File: config.mk
export PLATFORM = sky130hd
export DESIGN_NAME = uart_mem_dumper
export DESIGN_NICKNAME = d
export VERILOG_FILES = /design/src/rtl/uart_mem_dumper.sv
export SDC_FILE = /design/constraint.sdc
export NUM_CORES = 1
export LEC_CHECK = 0
export BUFFER_PORTS_ARGS = -buffer_cell sky130_fd_sc_hd__buf_2
export CELL_PAD_IN_SITES_DETAIL_PLACEMENT = 1
export CELL_PAD_IN_SITES_GLOBAL_PLACEMENT = 1
export CORE_MARGIN = 5
export CORE_UTILIZATION = 42
export CTS_CLUSTER_SIZE = 28
export DETAILED_ROUTE_END_ITERATION = 16
export GPL_ROUTABILITY_DRIVEN = 1
export GPL_TIMING_DRIVEN = 0
export PLACE_DENSITY_LB_ADDON = 0.1
export SYNTH_ARGS = -nofsm -noshare
export SYNTH_HDL_FRONTEND = slang
export SYNTH_SLANG_ARGS = --single-unit
File: constraint.sdc
create_clock -name clk -period 2.4 [get_ports clk]
set_input_delay 0.48 -clock clk [delete_from_list [all_inputs] [get_ports clk]]
set_output_delay 0.48 -clock clk [all_outputs]
set_load 0.005 [all_outputs]
File: src/rtl/uart_mem_dumper.sv
// uart_mem_dumper: reads a word range from a synchronous-read memory port and
// streams each word MSB-byte-first into a byte-level UART TX interface.
// Optional trailer checksum byte enabled by defining UART_DUMP_CHECKSUM_EN.
module uart_mem_dumper #(
  parameter int unsigned INSTR_WIDTH = 32,
  parameter int unsigned DEPTH       = 256
) (
  input  logic                     clk,
  input  logic                     rst,
  input  logic                     start,
  input  logic [$clog2(DEPTH)-1:0] start_addr,
  input  logic [$clog2(DEPTH):0]   word_count,
  output logic                     busy,
  output logic                     done,
  output logic [$clog2(DEPTH)-1:0] rd_addr,
  input  logic [INSTR_WIDTH-1:0]   rd_data,
  output logic [7:0]               tx_byte,
  output logic                     tx_en,
  input  logic                     tx_busy,
  input  logic                     tx_done
);

  localparam int unsigned AW  = $clog2(DEPTH);
  localparam int unsigned CW  = AW + 1;
  localparam int unsigned BPW = INSTR_WIDTH / 8;
  localparam int unsigned IW  = $clog2(BPW) + 1;

  typedef enum logic [2:0] {
    IDLE,
    RD_WAIT,
    LOAD,
    SEND,
    WAIT_DONE,
    NEXT,
    FINISH
`ifdef UART_DUMP_CHECKSUM_EN
    , CKSUM
`endif
  } state_t;

  // State entered once the last word (or an empty range) has been handled.
`ifdef UART_DUMP_CHECKSUM_EN
  localparam state_t TAIL = CKSUM;
`else
  localparam state_t TAIL = FINISH;
`endif

  state_t                 state;
  logic [CW-1:0]          remaining;
  logic [INSTR_WIDTH-1:0] shift_reg;
  logic [IW-1:0]          byte_idx;

`ifdef UART_DUMP_CHECKSUM_EN
  logic [7:0] sum;
  logic       in_cksum;

  // Running payload sum; the trailer byte itself is never accumulated.
  always_ff @(posedge clk or posedge rst) begin
    if (rst) begin
      sum <= 8'h00;
    end else if (state == IDLE && start) begin
      sum <= 8'h00;
    end else if (tx_en && !in_cksum) begin
      sum <= sum + tx_byte;
    end
  end
`endif

  // Dump sequencer. A byte launch is folded into the transition that makes it
  // possible, so tx_en rises in the first cycle of the SEND phase rather than
  // one cycle later; SEND is only occupied while tx_busy holds the launch off.
  always_ff @(posedge clk or posedge rst) begin
    if (rst) begin
      state     <= IDLE;
      rd_addr   <= '0;
      remaining <= '0;
      shift_reg <= '0;
      byte_idx  <= '0;
      tx_byte   <= 8'h00;
      tx_en     <= 1'b0;
      busy      <= 1'b0;
      done      <= 1'b0;
`ifdef UART_DUMP_CHECKSUM_EN
      in_cksum  <= 1'b0;
`endif
    end else begin
      tx_en <= 1'b0;
      done  <= 1'b0;
      case (state)
        IDLE: begin
          busy <= start;
          if (start) begin
            rd_addr   <= start_addr;
            remaining <= word_count;
`ifdef UART_DUMP_CHECKSUM_EN
            in_cksum  <= 1'b0;
`endif
            state     <= (word_count == '0) ? TAIL : RD_WAIT;
          end
        end
        RD_WAIT: state <= LOAD;
        LOAD: begin
          shift_reg <= rd_data;
          byte_idx  <= '0;
          if (!tx_busy) begin
            tx_en   <= 1'b1;
            tx_byte <= rd_data[INSTR_WIDTH-1 -: 8];
            state   <= WAIT_DONE;
          end else begin
            state   <= SEND;
          end
        end
        SEND: begin
          if (!tx_busy) begin
            tx_en   <= 1'b1;
            tx_byte <= shift_reg[INSTR_WIDTH-1 -: 8];
            state   <= WAIT_DONE;
          end
        end
        WAIT_DONE: begin
          if (tx_done) begin
`ifdef UART_DUMP_CHECKSUM_EN
            if (in_cksum) begin
              state <= FINISH;
            end else
`endif
            begin
              shift_reg <= {shift_reg[INSTR_WIDTH-9:0], 8'h00};
              byte_idx  <= byte_idx + IW'(1);
              if (byte_idx == IW'(BPW - 1)) begin
                state <= NEXT;
              end else if (!tx_busy) begin
                tx_en   <= 1'b1;
                tx_byte <= shift_reg[INSTR_WIDTH-9 -: 8];
              end else begin
                state <= SEND;
              end
            end
          end
        end
        NEXT: begin
          remaining <= remaining - CW'(1);
          rd_addr   <= rd_addr + AW'(1);
          state     <= (remaining == CW'(1)) ? TAIL : RD_WAIT;
        end
`ifdef UART_DUMP_CHECKSUM_EN
        CKSUM: begin
          if (!tx_busy) begin
            tx_en    <= 1'b1;
            tx_byte  <= 8'h00 - sum;
            in_cksum <= 1'b1;
            state    <= WAIT_DONE;
          end
        end
`endif
        FINISH: begin
          done  <= 1'b1;
          state <= IDLE;
        end
        default: state <= IDLE;
      endcase
    end
  end

endmodule

Word level (Yosys, flattened, before mapping):

Index checks and enable logic that the tools add are counted.

* equal/unequal tests: 15
* muxes and demuxes: 28
* $add $sub $neg: 3
* reductions and logical operators: 10

Operators with widths (count)
* $pmux W32 S2: 1
* $mux W8: 6
* $mux W32: 1
* $mux W3: 9
* $pmux W8 S3: 1
* $pmux W3 S6: 1
* $pmux W9 S2: 1
* $pmux W8 S2: 1
* $ne A2 B2 Y1 const B: 6
* $eq A3 B2 Y1 const B: 3
* $eq A3 B3 Y1 const B: 3
* $eq A9 B1 Y1 const B: 1
* $logic_not A9 Y1: 1
* $mux W9: 1
* $sub A9 B1 Y9 const B: 1
* $add A8 B1 Y8 const B: 1
* $pmux W3 S2: 1
* $reduce_and A6 Y1: 1
* $mux W1: 4
* $reduce_and A2 Y1: 2
* $reduce_and A4 Y1: 1
* $reduce_bool A2 Y1: 2
* $add A3 B1 Y3 const B: 1
* $eq A3 B1 Y1 const B: 1
* 5 further kinds: 5

* input port bits: 54
* register bits after elaboration: 66

Logic depth before layout (Yosys ltp):

Gate-level depths: netlist (run 1).

* word-level depth: 4
* mapped depth: 6
* mapped depth without buffers: 6

Least setup slack after synthesis (run 1):

Ideal clock, no wire load.

* path kind: flip-flop to flip-flop
* from: register byte_idx[0]
* to: register tx_byte[0]
* stages on the path, launching flop included: 7
* library setup time: 0.125 ns
* arrival time: 1.658 ns
* clock period less this slack: 1.783 ns
* path slack: 0.617 ns
* path buffers: 0
* cell sequence: dfrtp_1 -> ha_1 -> ha_1 -> nor2b_1 -> nand3_1 -> a21oi_4 -> mux2_2

* longest elaborated chain between the ends: 3

Ends and longest elaborated chain
* start: declaration: line 51 `logic [IW-1:0] byte_idx;`
* start signal: assignment: line 129 `byte_idx <= byte_idx + IW'(1);`
* $eq A3 B2 Y1: line 130 `if (byte_idx == IW'(BPW - 1)) begin`
* $ne A2 B2 Y1 (no source line)
* $reduce_and A6 Y1 (no source line)
* end signal: assignment: line 107 `tx_byte <= rd_data[INSTR_WIDTH-1 -: 8];`
* end signal: assignment: line 116 `tx_byte <= shift_reg[INSTR_WIDTH-1 -: 8];`
* end signal: assignment: line 134 `tx_byte <= shift_reg[INSTR_WIDTH-9 -: 8];`
* end: declaration: line 17 `output logic [7:0] tx_byte,`

Every way passes these cells.
A chain may end at the register's enable or synchronous reset.

Worst setup path in the final report (run 1):

* from: register byte_idx[0]
* to: register tx_byte[5]

The elaborated chain is that of the path after synthesis.

==> impl_metrics.py, run 1 <==
metrics = {
    "timing": {
        "layout_worst_path_cycle_share_pct": 81.6,
        "timing.final.crit_period_ns": 1.96,
        "slew-limit-headroom_pct": 45.6,
        "timing_hold_violations_final": 0,
        "worst_pin_slew_ns": 0.816,
        "setup_viol": 0,
        "clock-skew-final_ns": 0.00792,
        "timing_max_transition_violations_final": 0,
        "grt_setup_unrepaired": "no",
        "max_fclk_mhz": 511,
        "fin_tns_setup_ns": 0,
    },
    "power": {
        "p_total_uw": 5070,
        "static-leakage-power_uw": 0.00190,
        "cellPowerDensity_nw_per_um2": 1240,
        "worst_supply_voltage_drop_on_vdd_mv": 0.502,
    },
    "synth": {
        "ys_flop_type": "dfrtp_1",
        "net_count_after_synthesis": 396,
        "synth_warn": 0,
        "yosys.cell_types.count": 52,
        "post_synth.cell_area_avg_um2": 10.0,
        "syn_inst": 337,
        "part_of_the_yosys_area_used_for_sequential_elements_pct": 48.8,
        "ys_async_sr_fraction_pct": 100,
        "yosys_register_bits": 66,
        "synth_edf_count": 0,
        "synthesis.area_um2": 3380,
    },
    "clock_tree": {
        "cts_made_buffers": 9,
        "cts.sink_count": 66,
        "clkSlewWorstSetupHoldPaths_ns": 0.07,
        "cts_tree": "done",
        "resized_after_cts": 0,
        "insertion_delay_ns": 0.33,
        "post-cts-setup-buffer-count": 0,
        "cts_hold_buffers": 0,
        "htree_num_levels": 3,
        "clock_tree.buffer_depth": 2,
        "clock-root-buffer": "clkbuf_8",
    },
    "floorplanning": {
        "floorplan.initialDensity_pct": 43.6,
        "die_w_um": 99.8,
        "die_area_um2": 9950,
        "die-height_um": 99.8,
        "core_area_um2": 7770,
        "pin_count": 73,
        "row_count": 32,
    },
    "setup_path": {
        "r2r_start": "byte_idx[0]",
        "most_frequent_cell_on_the_critical_path": "ha_1",
        "timing.critical_path.buf_inv": 0,
        "worstPathCellList": "ha_1 -> ha_1 -> nor2b_1 -> nand3_1 -> a21oi_4 -> mux2_2",
        "critPathMaxFanout": 9,
        "worst_ep_required_time_ns": 2.62,
        "launching_element_of_the_worst_setup_path": "byte_idx[0]",
        "timing_worst_setup_path_type": "flop to flop",
        "cp.arrival_ns": 2.18,
        "crit_family": "adder cells",
        "critical-path-max-stage-delay_ns": 0.40,
        "timing.critical_path.to_type": "flop",
        "cpMaxStageDelayCell": "dfrtp_1",
        "cp-start-kind": "flop",
    },
    "route": {
        "postRouteAntennaNets": 0,
        "dr_total_vias": 2881,
        "totalWireLength_um": 8910,
        "detailedRoute.firstPassIterationCount": 6,
        "drtIter0Drc": 117,
        "drcViolationCount": 0,
        "post_drt_via_cell_ratio": 5.48,
        "wire_per_inst_um": 16.9,
    },
    "grt": {
        "initial_antenna_violation_count": 0,
        "track_usage_pct": 19.1,
        "first_global_vias": 3076,
        "global_route_wire_length_before_repair_um": 15000,
        "grt_overflow_total": 0,
        "grt_max_degree": 67,
    },
    "place": {
        "routabilityCongestion": 0.817,
        "placed_cell_area_um2": 3870,
        "port_buffers": 71,
        "place.detailed.hpwl_um": 6590,
    },
    "min_path": {
        "worst_hold_check_path_type": "input port to async pin",
    },
    "layout": {
        "final_layout_size_suffix_gt1_share_pct": 28.5,
        "design.final.nets": 478,
        "fill_cells": 921,
        "final_cell_area_um2": 4070,
        "largest_register_ffs": 32,
        "antenna_cells": 0,
        "relative_area_change_from_synthesis_to_final_layout_pct": 20.4,
    },
    "run": {
        "max_cap_viol": 0,
    },
    "status": {
        "outcome": "completed",
    },
}
==> worst register-to-register path: stages (launching register included) <==
cell	delay, ns
dfrtp_1	0.40
ha_1	0.20
ha_1	0.21
nor2b_1	0.15
nand3_1	0.14
a21oi_4	0.36
mux2_2	0.38
==> synthesized netlist by cell type, types with 2 or more instances <==
| cell | count | area (um2) |
|---|---|---|
| buf_2 | 8 | 40.0 |
| o21ai_1 | 2 | 10.0 |
| o22ai_2 | 2 | 25.0 |
| buf_6 | 5 | 56.3 |
| inv_1 | 8 | 30.0 |
| nand3_1 | 10 | 50.1 |
| ha_1 | 5 | 62.6 |
| and2_1 | 8 | 50.1 |
| a21oi_1 | 19 | 95.1 |
| o311ai_1 | 2 | 17.5 |
| o31ai_1 | 2 | 15.0 |
| o21ai_0 | 33 | 165 |
| a22o_1 | 8 | 70.1 |
| nor2b_1 | 2 | 12.5 |
| mux2i_1 | 17 | 170 |
| and3b_1 | 2 | 17.5 |
| a311oi_1 | 4 | 35.0 |
| mux2_2 | 8 | 90.1 |
| nor2_1 | 16 | 60.1 |
| a31oi_1 | 2 | 12.5 |
| nand2_1 | 47 | 176 |
| or3_1 | 2 | 12.5 |
| clkbuf_1 | 6 | 22.5 |
| a211oi_1 | 6 | 45.0 |
| a221o_1 | 8 | 80.1 |
| dfrtp_1 | 66 | 1650 |
| o211ai_1 | 3 | 22.5 |
| buf_4 | 2 | 15.0 |
| and3_1 | 3 | 18.8 |
| nor4_1 | 3 | 18.8 |
| o22ai_1 | 2 | 12.5 |
| nor4b_1 | 2 | 17.5 |
| nor3b_1 | 2 | 15.0 |
| nor3_1 | 4 | 20.0 |
==> cell type report <==
type                            count  area, um2  share of cell area, %
Sequential cell                    66       1650                   40.5
Multi-Input combinational cell    241       1560                   38.4
Inverter                            8       32.5                  0.799
Tap cell                          102        128                   3.13
Buffer                             22        139                   3.41
Timing Repair Buffer               71        355                   8.72
Clock inverter                      4       50.0                   1.23
Clock buffer                       12        155                   3.81
==> cells by family (layout without fill, tap and decap cells) <==
group                    Yosys count  count (layout)  synth area share (%)
AO/OA/AOI/OAI                     99              99                  19.7
XOR/XNOR                           1               1                 0.259
adder cells (fa/ha/maj)            5               5                  1.85
buffers and inverters             30             117                  4.99
flip-flops                        66              66                  48.8
multiplexers                      25              25                  7.69
AND/OR/NAND/NOR                  111             111                  16.7
==> cells in the final DEF (no fill, tap or decap), types with 10 or more instances in the layout <==
master and count:
o21ai_0 33, mux2i_1 17, nand3_1 10, nor2_1 16, clkbuf_8 11, dfrtp_1 66, buf_2 79, nand2_1 47
a21oi_1 19
==> power by group <==
part | internal (uW) | switching [uW]
sequential | 1630 | 369
clock | 536 | 436
combinational | 943 | 1160
total | 3110 | 1960
==> final timing paths <==
check / to / slack (ns) / depth (start not counted)
worst max-delay path: tx_byte[5] / 0.44 / 6
worst min-delay path: remaining[6] / 0.32 / 2
worst max register to register: tx_byte[5] / 0.44 / 6
worst min register to register: shift_reg[11] / 0.48 / 2
max in group asynchronous: byte_idx[1] / 1.56 / 2
min in group clk: rd_addr[5] / 0.36 / 3
==> per-layer routing <==
metal | routed length, um | GRT usage [%] | part of all wire [%] | up-vias
li1 | - | - | - | 1393
met5 | 0 | 0 | 0 | -
met4 | 76 | 7.67 | 0.85 | 0
met2 | 4250 | 30.2 | 48 | 58
met1 | 4170 | 25.4 | 47 | 1424
met3 | 417 | 4.00 | 4.7 | 6
==> metrics by stage <==
stage                     worst slack (ns)  std cells  util (%)  hold WS, ns
final                                0.442        526      52.4        0.317
after global routing                 0.319        526      52.4        0.345
after CTS                            0.422        526      52.4        0.334
after detailed placement             0.430        510      49.8        0.468
after global placement              -0.664        510      49.8        0.458
after floorplan                      0.265        337         -        0.442
No activity file was read; power rests on OpenSTA's default activity.
==> run 2: changes to the inputs <==
--- a/config.mk
+++ b/config.mk
@@ -5,11 +5,12 @@
 export SDC_FILE = /design/constraint.sdc
 export NUM_CORES = 1
 export LEC_CHECK = 0
+export ABC_AREA = 1
 export BUFFER_PORTS_ARGS = -buffer_cell sky130_fd_sc_hd__buf_2
 export CELL_PAD_IN_SITES_DETAIL_PLACEMENT = 1
 export CELL_PAD_IN_SITES_GLOBAL_PLACEMENT = 1
 export CORE_MARGIN = 5
-export CORE_UTILIZATION = 42
+export CORE_UTILIZATION = 36
 export CTS_CLUSTER_SIZE = 28
 export DETAILED_ROUTE_END_ITERATION = 16
 export GPL_ROUTABILITY_DRIVEN = 1
==> constraint.sdc (replaced) <==
create_clock -name clk -period 1.77 [get_ports clk]
set_input_delay 0.354 -clock clk [delete_from_list [all_inputs] [get_ports clk]]
set_output_delay 0.354 -clock clk [all_outputs]
set_load 0.005 [all_outputs]
==> impl_metrics.py, run 2 <==
metrics = {
    "status": {
        "outcome": "completed",
    },
    "floorplanning": {
        "row_count": 36,
        "die-height_um": 109,
        "die_area_um2": 11900,
        "floorplan.initialDensity_pct": 36.7,
        "core_area_um2": 9680,
        "pin_count": 73,
        "die_w_um": 109,
    },
    "setup_path": {
        "cpMaxStageDelayCell": "dfrtp_1",
        "cp.arrival_ns": 1.93,
        "worstPathCellList": "ha_1 -> ha_1 -> nor2_1 -> nand3_2 -> nand2_4 -> nand2_1 -> nand2_1",
        "critical-path-max-stage-delay_ns": 0.40,
        "timing.critical_path.buf_inv": 0,
        "worst_ep_required_time_ns": 2.06,
        "timing_worst_setup_path_type": "flop to flop",
        "timing.critical_path.to_type": "flop",
        "crit_family": "simple AND/OR/NAND/NOR gates",
        "cp-start-kind": "flop",
        "critPathMaxFanout": 9,
    },
    "power": {
        "worst_supply_voltage_drop_on_vdd_mv": 0.564,
        "power.share.sequential_pct": 38.1,
        "combPwrFrac_pct": 44.1,
        "power.net_switching_uw": 3010,
        "netSwitchingFraction_pct": 43.0,
        "power_frac_clock_pct": 17.8,
        "internal-power_uw": 3990,
        "static-leakage-power_uw": 0.00215,
        "cellPowerDensity_nw_per_um2": 1630,
    },
    "synth": {
        "part_of_the_yosys_area_used_for_sequential_elements_pct": 46.5,
        "dominant_cell_type_by_area_after_synthesis": "dfrtp_1",
        "synthesis.area_um2": 3550,
        "synth_top_area_share_pct": 46.5,
        "netlist_top_cells_area": "dfrtp_1 47%, nand2_1 15%, nand3_1 6.6%",
        "ys_flop_type": "dfrtp_1",
        "synth_warn": 0,
        "ys_async_sr_fraction_pct": 100,
        "yosys.cell_types.count": 32,
        "syn_inst": 457,
        "yosys_register_bits": 66,
        "net_count_after_synthesis": 516,
        "post_synth.cell_area_avg_um2": 7.77,
        "synth_edf_count": 0,
        "synth.cells.most_frequent": "139 x nand2_1, 66 x dfrtp_1, 53 x nor2_1",
        "synthMostInstantiatedCell": "nand2_1",
    },
    "timing": {
        "slew-limit-headroom_pct": 44.6,
        "timing_hold_violations_final": 0,
        "clock-skew-final_ns": 0.00642,
        "finalWorstSetupSlack_ns": 0.125,
        "grt_setup_unrepaired": "no",
        "worst_pin_slew_ns": 0.830,
        "layout_worst_path_cycle_share_pct": 93.0,
        "timing_max_transition_violations_final": 0,
        "setup_viol": 0,
        "timing.final.crit_period_ns": 1.65,
        "max_fclk_mhz": 608,
        "fin_tns_setup_ns": 0,
    },
    "clock_tree": {
        "cts_tree": "done",
        "cts.sink_count": 66,
        "cts_hold_buffers": 0,
        "htree_num_levels": 3,
        "clock-root-buffer": "clkbuf_8",
        "cts_made_buffers": 9,
        "clkSlewWorstSetupHoldPaths_ns": 0.08,
        "insertion_delay_ns": 0.35,
        "clock_tree.buffer_depth": 2,
    },
    "layout": {
        "largest_register_ffs": 32,
        "final_layout_size_suffix_gt1_share_pct": 22.2,
        "antenna_cells": 0,
        "fill_cells": 1239,
        "mostFrequentLayoutCell": "nand2_1",
        "final_cell_area_um2": 4290,
        "mostFrequentLayoutCells": "139 x nand2_1, 81 x buf_2, 66 x dfrtp_1",
        "postLayoutCoreUtil_pct": 44.3,
        "relative_area_change_from_synthesis_to_final_layout_pct": 20.8,
        "design.final.nets": 600,
    },
    "place": {
        "place_ws_ns": 0.118,
        "port_buffers": 72,
        "placed_cell_area_um2": 4100,
        "routabilityCongestion": 0.784,
        "place.detailed.hpwl_um": 7990,
    },
    "route": {
        "totalWireLength_um": 10400,
        "post_drt_via_cell_ratio": 4.98,
        "drcViolationCount": 0,
        "drtIter0Drc": 121,
        "detailedRoute.firstPassIterationCount": 4,
        "wire_per_inst_um": 15.3,
        "dr_total_vias": 3382,
        "postRouteAntennaNets": 0,
    },
    "grt": {
        "grt_max_degree": 37,
        "track_usage_pct": 18.7,
        "first_global_vias": 3515,
        "global_route_wire_length_before_repair_um": 17400,
        "grt_overflow_total": 0,
        "initial_antenna_violation_count": 0,
    },
    "min_path": {
        "worst_hold_check_path_type": "input port to async pin",
    },
    "run": {
        "max_cap_viol": 0,
    },
}
run 2: cell types whose count changed after synthesis, sizes merged, moves of 7 or more:
cell / previous run / this run
inv: 8 / 36
nand3: 10 / 50
nor2: 17 / 57
mux2: 8 / 0
a221o: 8 / 0
and2: 8 / 1
a31oi: 2 / 22
mux2i: 17 / 0
a21oi: 20 / 7
a22o: 8 / 0
nand2: 48 / 146
run 2: final timing paths:
path                              from       endpoint  slack (ns)  depth (start not counted)
setup / recovery           byte_idx[0]     tx_byte[7]        0.12                          7
hold / removal                     rst  shift_reg[26]        0.15                          2
setup reg to reg           byte_idx[0]     tx_byte[7]        0.12                          7
hold reg to reg                   busy           busy        0.50                          2
max in group asynchronous          rst    byte_idx[0]        0.99                          3
min in group clk            rd_data[1]   shift_reg[1]        0.24                          3
run 2: kinds of logic (layout without fill, tap and decap cells):
group	count (synthesis)	after routing	synth area share (%)
compound gates	72	72	11.8
buf+inv	52	141	6.73
simple gates	262	262	33.2
fa+ha+maj	5	5	1.76
flops	66	66	46.5
run 2: final cells by class:
cell class	count	area, um2	share of cell area (%)
clock buffers	13	139	3.24
plain buffers	16	103	2.39
multi-input cells	339	1660	38.8
flip-flops and latches	66	1650	38.5
repair buffers	73	380	8.87
inverters	36	144	3.36
clock inverters	3	40.0	0.934
well taps	133	166	3.88
run 2: routing by layer:
layer,vias up,GRT usage (%),routed length (um)
li1,1676,-,-
met1,1644,26.1,5030
met5,-,0,0
met3,12,2.76,395
met4,0,6.41,131
met2,50,29.7,4830
run 2: per-stage QoR:
| step | hold slack [ns] | instances | total power (uW) |
|---|---|---|---|
| 6_report | 0.154 | 679 | 7000 |
| 5_1_grt | 0.232 | 679 | 7650 |
| 4_1_cts | 0.175 | 679 | 7090 |
| 3_5_place_dp | 0.494 | 663 | 5830 |
| 3_3_place_gp | 0.467 | 662 | 5650 |
| 2_1_floorplan | 0.464 | 457 | 4770 |
run 2: power by group through the flow:
stage	Sequential (uW)	Clock, uW	Combinational (uW)
3_5_place_dp	2700	0	3130
5_1_grt	2760	1340	3550
4_1_cts	2670	1280	3140
6_report	2670	1250	3080
3_3_place_gp	2670	0	2980
2_1_floorplan	2590	0	2180
run 2: timing repair:
action                     CTS  global route
buffers inserted             0             0
resized for setup            0             4
setup endpoints to repair    0            14
run 2: worst register-to-register path: stages, from the launching register on:
cell     delay [ns]
dfrtp_1        0.40
ha_1           0.22
ha_1           0.20
nor2_1         0.17
nand3_2        0.26
nand2_4        0.20
nand2_1        0.07
nand2_1        0.06
